<file path="config.mk">
export PLATFORM = sky130hd
export DESIGN_NAME = mac4_feeder
export DESIGN_NICKNAME = d
export VERILOG_FILES = /design/src/rtl/mac4_feeder.sv
export SDC_FILE = /design/constraint.sdc
export NUM_CORES = 1
export LEC_CHECK = 0
export BUFFER_PORTS_ARGS = -buffer_cell sky130_fd_sc_hd__buf_2
export CORE_MARGIN = 1.5
export CORE_UTILIZATION = 46
export DETAILED_ROUTE_END_ITERATION = 7
export PLACE_DENSITY = 0.8
export RECOVER_POWER = 50
export REMOVE_ABC_BUFFERS = 1
export SYNTH_ARGS = -nofsm -noshare
export SYNTH_HDL_FRONTEND = slang
export SYNTH_SLANG_ARGS = --single-unit
</file>
<file path="constraint.sdc">
create_clock -name clk -period 2 [get_ports clk]
set_input_delay 0 -clock clk [delete_from_list [all_inputs] [get_ports clk]]
set_output_delay 0 -clock clk [all_outputs]
set_load 0.02 [all_outputs]
</file>
<file path="src/rtl/mac4_feeder.sv">
// Operand sequencer feeding a 4-lane MAC: streams N feature/weight groups, steers acc, captures the sum.
// Optional bubble counter enabled by defining MAC4_FEEDER_STALL_CNT_EN.
module mac4_feeder #(
  parameter int FEAT_WIDTH   = 8,
  parameter int WGT_WIDTH    = 8,
  parameter int PE_OUT_WIDTH = 16,
  parameter int LEN_WIDTH    = 8
) (
  input  logic                    clk,
  input  logic                    rst_n,
  input  logic                    start,
  input  logic [LEN_WIDTH-1:0]    vec_len,
  output logic                    busy,
  input  logic                    in_valid,
  output logic                    in_ready,
  input  logic [4*FEAT_WIDTH-1:0] in_a,
  input  logic [4*WGT_WIDTH-1:0]  in_b,
  output logic [4*FEAT_WIDTH-1:0] mac_a,
  output logic [4*WGT_WIDTH-1:0]  mac_b,
  output logic                    mac_acc,
  output logic [FEAT_WIDTH-1:0]   mac_c1,
  input  logic [PE_OUT_WIDTH-1:0] mac_sum,
  output logic                    out_valid,
  input  logic                    out_ready,
  output logic [PE_OUT_WIDTH-1:0] out_data,
  output logic [15:0]             stall_cnt
);

  typedef enum logic [2:0] {IDLE, RUN, FLUSH, CAPT, HOLD} state_t;

  state_t               state, state_nxt;
  logic [LEN_WIDTH-1:0] len_q;
  logic [LEN_WIDTH-1:0] cnt_q;
  logic [LEN_WIDTH-1:0] cnt_inc;
  logic                 beat;
  logic                 job_go;

  assign beat      = (state == RUN) && in_valid;
  assign job_go    = (state == IDLE) && start;
  assign cnt_inc   = cnt_q + 1'b1;
  assign busy      = (state != IDLE);
  assign in_ready  = (state == RUN);
  assign out_valid = (state == HOLD);
  assign mac_c1    = '0;

  always_comb begin
    state_nxt = state;
    case (state)
      IDLE:    if (start) state_nxt = (vec_len != '0) ? RUN : HOLD;
      RUN:     if (beat && (cnt_inc == len_q)) state_nxt = FLUSH;
      FLUSH:   state_nxt = CAPT;
      CAPT:    state_nxt = HOLD;
      HOLD:    if (out_ready) state_nxt = IDLE;
      default: state_nxt = IDLE;
    endcase
  end

  always_ff @(posedge clk or negedge rst_n) begin
    if (!rst_n) begin
      state    <= IDLE;
      len_q    <= '0;
      cnt_q    <= '0;
      mac_a    <= '0;
      mac_b    <= '0;
      mac_acc  <= 1'b1;
      out_data <= '0;
    end else begin
      state <= state_nxt;

      if (job_go) begin
        len_q <= vec_len;
        cnt_q <= '0;
      end else if (beat) begin
        cnt_q <= cnt_inc;
      end

      // MAC has no enable: idle cycles feed zeros with acc=1 so its sum holds.
      if (beat) begin
        mac_a   <= in_a;
        mac_b   <= in_b;
        mac_acc <= (cnt_q != '0);
      end else begin
        mac_a   <= '0;
        mac_b   <= '0;
        mac_acc <= 1'b1;
      end

      if (job_go && (vec_len == '0)) out_data <= '0;
      else if (state == CAPT)        out_data <= mac_sum;
    end
  end

`ifdef MAC4_FEEDER_STALL_CNT_EN
  logic [15:0] stall_q;

  always_ff @(posedge clk or negedge rst_n) begin
    if (!rst_n) begin
      stall_q <= '0;
    end else if (job_go) begin
      stall_q <= '0;
    end else if ((state == RUN) && !in_valid && (stall_q != 16'hFFFF)) begin
      stall_q <= stall_q + 16'd1;
    end
  end

  assign stall_cnt = stall_q;
`else
  assign stall_cnt = '0;
`endif

endmodule
</file>
## After elaboration in Yosys (flattened, before gate mapping)

Index checks and enable logic that the tools add are counted.

- Add/subtract/negate cells: 1
- Eq/ne operators: 8
- Mux-type cells: 12
- Reductions and logical operators: 12

Operators by type and width:

| kind | count |
|---|---|
| 32-bit two-way mux | 2 |
| 16-bit two-way mux | 2 |
| 8-bit two-way mux | 2 |
| 8-bit nonzero test | 2 |
| 3-bit case mux with 5 select lines | 1 |
| 3-bit two-way mux | 4 |
| 8-bit by 1-bit adder with 8-bit output, second input constant | 1 |
| 8-bit equality test | 1 |
| 8-bit zero test | 1 |
| 3-bit by 2-bit equality test with 1-bit output, second input constant | 2 |
| 1-bit logical AND | 4 |
| 2-bit by 1-bit != test with 1-bit output, second input constant | 2 |
| 2-bit nonzero test | 2 |
| 3-bit by 1-bit equality test with 1-bit output, second input constant | 1 |
| 3-bit equality test, second input constant | 1 |
| 3-bit zero test | 1 |
| 3-bit AND reduction | 1 |
| 3-bit nonzero test | 1 |
| 2-bit != test, second input constant | 1 |
| 1-bit two-way mux | 1 |

- Output and inout bits: 108
- Logic and storage cells: 40
- Flip-flop bits (word level): 100
- Input bits: 93

## Longest topological paths before layout

- Word-level depth: 5
- Mapped depth: 7
- Depth with buffers taken out: 7

## Worst setup path after synthesis

No wires, ideal clock.

- Path type: register to register
- Start: register cnt_q[0]
- End: register state[0]
- Stages on the path, launching flop included: 8
- Slack: 0.204 ns
- Library setup time: 0.125 ns
- Arrival: 1.671 ns
- Data required time: 1.875 ns
- Period minus slack after synthesis: 1.796 ns
- Path buffers: 0
- Path through: dfrtp_1 -> inv_1 -> ha_1 -> xor2_1 -> a311oi_1 -> nand4_1 -> nor4_2 -> o41ai_1

- Longest elaborated chain between the ends: 5

Ends and longest elaborated chain:

| item | line | RTL |
|---|---|---|
| from (decl) | 33 | `logic [LEN_WIDTH-1:0] cnt_q;` |
| from (signal assigned) | 74 | `cnt_q <= cnt_inc;` |
| 8-bit by 1-bit adder with 8-bit output | 40 | `assign cnt_inc = cnt_q + 1'b1;` |
| 8-bit equality test | 50 | `RUN: if (beat && (cnt_inc == len_q)) state_nxt = FLUSH;` |
| 1-bit logical AND | 50 |  |
| 2-bit by 1-bit != test with 1-bit output (no source line) | n/a |  |
| 3-bit AND reduction (no source line) | n/a |  |
| to (signal assigned) | 68 | `state <= state_nxt;` |
| to (decl) | 31 | `state_t state, state_nxt;` |

No other way between the ends.
A chain may end at the register's enable or synchronous reset.

## Worst setup path in the final report

- Start: register cnt_q[1]
- End: register state[1]

The elaborated chain is that of the path after synthesis.

==> out/metrics.cfg <==
[run_status]
outcome = completed

[synth]
synth_top_cell_area_share = 0.615
synthMuxAreaShare = 0.0223
synth.cells.most_frequent = dfrtp_1, and3_1, nand2_1
synth-seq-area-share = 0.621
async_flop_share = 1.00
ys_ff_latch = 100
synthSimpleGateAreaFrac = 0.193
synth_top_family_by_area = simple AND/OR/NAND/NOR gates
yosys.area_share.xor_xnor = 0.0261
syn_area_um2 = 4030
synth_compound_area_frac = 0.0556
synth_edf_count = 0
synth.distinct_cells = 37
synth_area_leaders = dfrtp_1, and3_1, buf_4
yosys_warnings = 0
synth_top_area_cell = dfrtp_1
synth_area_per_cell_um2 = 11.6
synthAdderAreaFrac = 0.00621
synth_flop_cell = dfrtp_1
netlist_instances = 349
yosysMostFrequentCell = dfrtp_1

[sta]
finClkSkew_ns = 0.0184
hold_violations = 0
slew_violations = 0
relSlewSlack = 0.184
fin_crit_ns = 1.92
finalSetupViolCount = 0
worst_pin_slew_ns = 1.22
max_freq_ghz = 0.522
setup_tns_ns = 0
finalCritPeriodShare = 0.958

[global_routing]
overflow = 0
grt_max_degree = 62
grt_pass1_vias = 3832
grt_pass1_wl_um = 19100
antenna_found_initial = 0
grt_util_all_layers = 0.257

[clock_network]
cts_tree = done
cts.sinks = 100
htree_levels = 3
insertion_delay_ns = 0.37
cts_made_buffers = 9
clk_pin_slew_ns = 0.09
cts_root_buffer = clkbuf_8
clockBufferDepth = 2

[setup_path]
worstPathCellList = inv_1 > ha_4 > xor2_1 > a311oi_1 > nand4_1 > nor4_4 > o21ba_1
critPathKind = flip-flop to flip-flop
start_kind = flip-flop
worstPathArrival_ns = 2.22
cpMaxStageDelayCell = dfrtp_1
crit_path_end_kind = flip-flop
slowest_delay_ns = 0.43
cp_max_fo = 4
cp.required_ns = 2.30

[power_and_ir_drop]
design_power_total_uw = 6420
leakagePower_uw = 0.00317
peakVddDrop_uv = 496
p_per_area_nw_per_um2 = 1060

[placement]
numPortBuffers = 176
hpwl_um = 6790
placed_area_um2 = 4930
gp_congestion = 0.936

[route]
drtPass1Iterations = 4
via_per_inst = 4.95
ant_nets = 0
drt-initial-drc-count = 164
avgRoutedWirePerCell_um = 16.6
drc = 0
vias = 3582
drt-total-wl_um = 12000

[finish]
n_antenna_cell = 0
multiInputGateArea_um2 = 1370
num-fill-cells = 599
syn2layout_area_growth_pct = 50.4
design_area_um2 = 6060
final_util = 0.727
ff_latch_area_um2 = 2500
final_nets = 708
drive_gt1_frac = 0.286

[die]
initial_core_util = 0.483
core_um2 = 8340
die_w_um = 96.6
num_rows = 33
die_h_um = 96.6
ios = 201
dieArea_um2 = 9330

[worst_hold_path]
hold_class = input port to flip-flop

[flow_run]
max_cap_viol_count = 0

==> path summary, 6_finish.rpt <==
path / from / to / slack [ns] / cells past startpoint
worst max-delay path: cnt_q[1] / state[1] / 0.08 / 7
min in group asynchronous: rst_n / out_data[1] / 0.41 / 2
worst min register to register: out_data[3] / out_data[3] / 0.53 / 2
max in group asynchronous: rst_n / out_data[2] / 0.44 / 3
worst min-delay path: start / state[0] / 0.14 / 4
worst max register to register: cnt_q[1] / state[1] / 0.08 / 7
==> report_power, final <==
part           total [µW]  internal, µW  switching (µW)  leakage, µW
registers            2740          2470             265      0.00125
clock network        1310           595             714    0.0000992
logic                2380           972            1400      0.00182
total                6420          4040            2380      0.00317
==> critical path, delay by kind of cell, from the launching register on <==
family / cells / cell delay (ns)
xor+xnor: 1 / 0.16
buf+inv: 1 / 0.12
flops: 1 / 0.43
fa+ha+maj: 1 / 0.22
simple gates: 2 / 0.51
compound gates: 2 / 0.42
==> sequential cells by signal (all words and copies together) (netlist names) <==
signal	count
mac_acc	1
len_q	8
cnt_q	8
mac_a	32
state	3
mac_b	32
out_data	16
==> placed cells by master (no fill, tap or decap), drive strengths merged, types with 2 or more instances in the layout <==
cell type,n
o21ai,11
dlygate4sd3,93
o41ai,2
nor2,8
clkbuf,54
nand2,38
mux2,8
ha,2
dfrtp,99
xor2,3
inv,8
nor3b,3
nand3b,2
xnor2,9
o31ai,2
a21oi,17
or3,3
buf,141
nor4,4
nand4,2
nand3,2
conb,24
and3,69
==> repair_timing <==
| action | CTS | global route |
|---|---|---|
| hold buffers | 93 | 0 |
| pin swaps | 0 | 4 |
| setup endpoints to repair | 1 | 2 |
| endpoints found under the hold margin | 189 | 0 |
| gates resized for setup | 1 | 7 |
| buffers inserted | 0 | 1 |
==> through the flow <==
stage	setup WS [ns]	std cells	hold WS, ns
floorplan	-1.04	324	-0.296
global placement	0.181	613	-0.0885
detailed placement	0.0592	613	-0.0885
CTS	0.00797	722	0.0594
global route	-0.00784	723	0.182
finish	0.0847	723	0.137
==> logic make-up after synthesis <==
| kind of cell | Yosys count |
|---|---|
| other cells | 1 |
| mux | 8 |
| simple gates | 135 |
| buf+inv | 53 |
| xor+xnor | 12 |
| flops | 100 |
| compound gates | 38 |
| fa+ha+maj | 2 |
==> routing by layer <==
metal  part of all wire  GRT usage  vias to the layer above
li1                   -          -                     1661
met4              0.030      0.101                        0
met2               0.52      0.453                      156
met3              0.065     0.0694                       31
met5                  0          0                        -
met1               0.38      0.296                     1734
==> cell type report <==
cell class / instances / share of cell area
Clock buffer: 10 / 0.0210
Sequential cell: 100 / 0.413
Timing Repair Buffer: 278 / 0.304
Multi-Input combinational cell: 219 / 0.226
Inverter: 5 / 0.00310
Clock inverter: 6 / 0.0118
Tap cell: 105 / 0.0217
(Power assumes the default switching activity.)
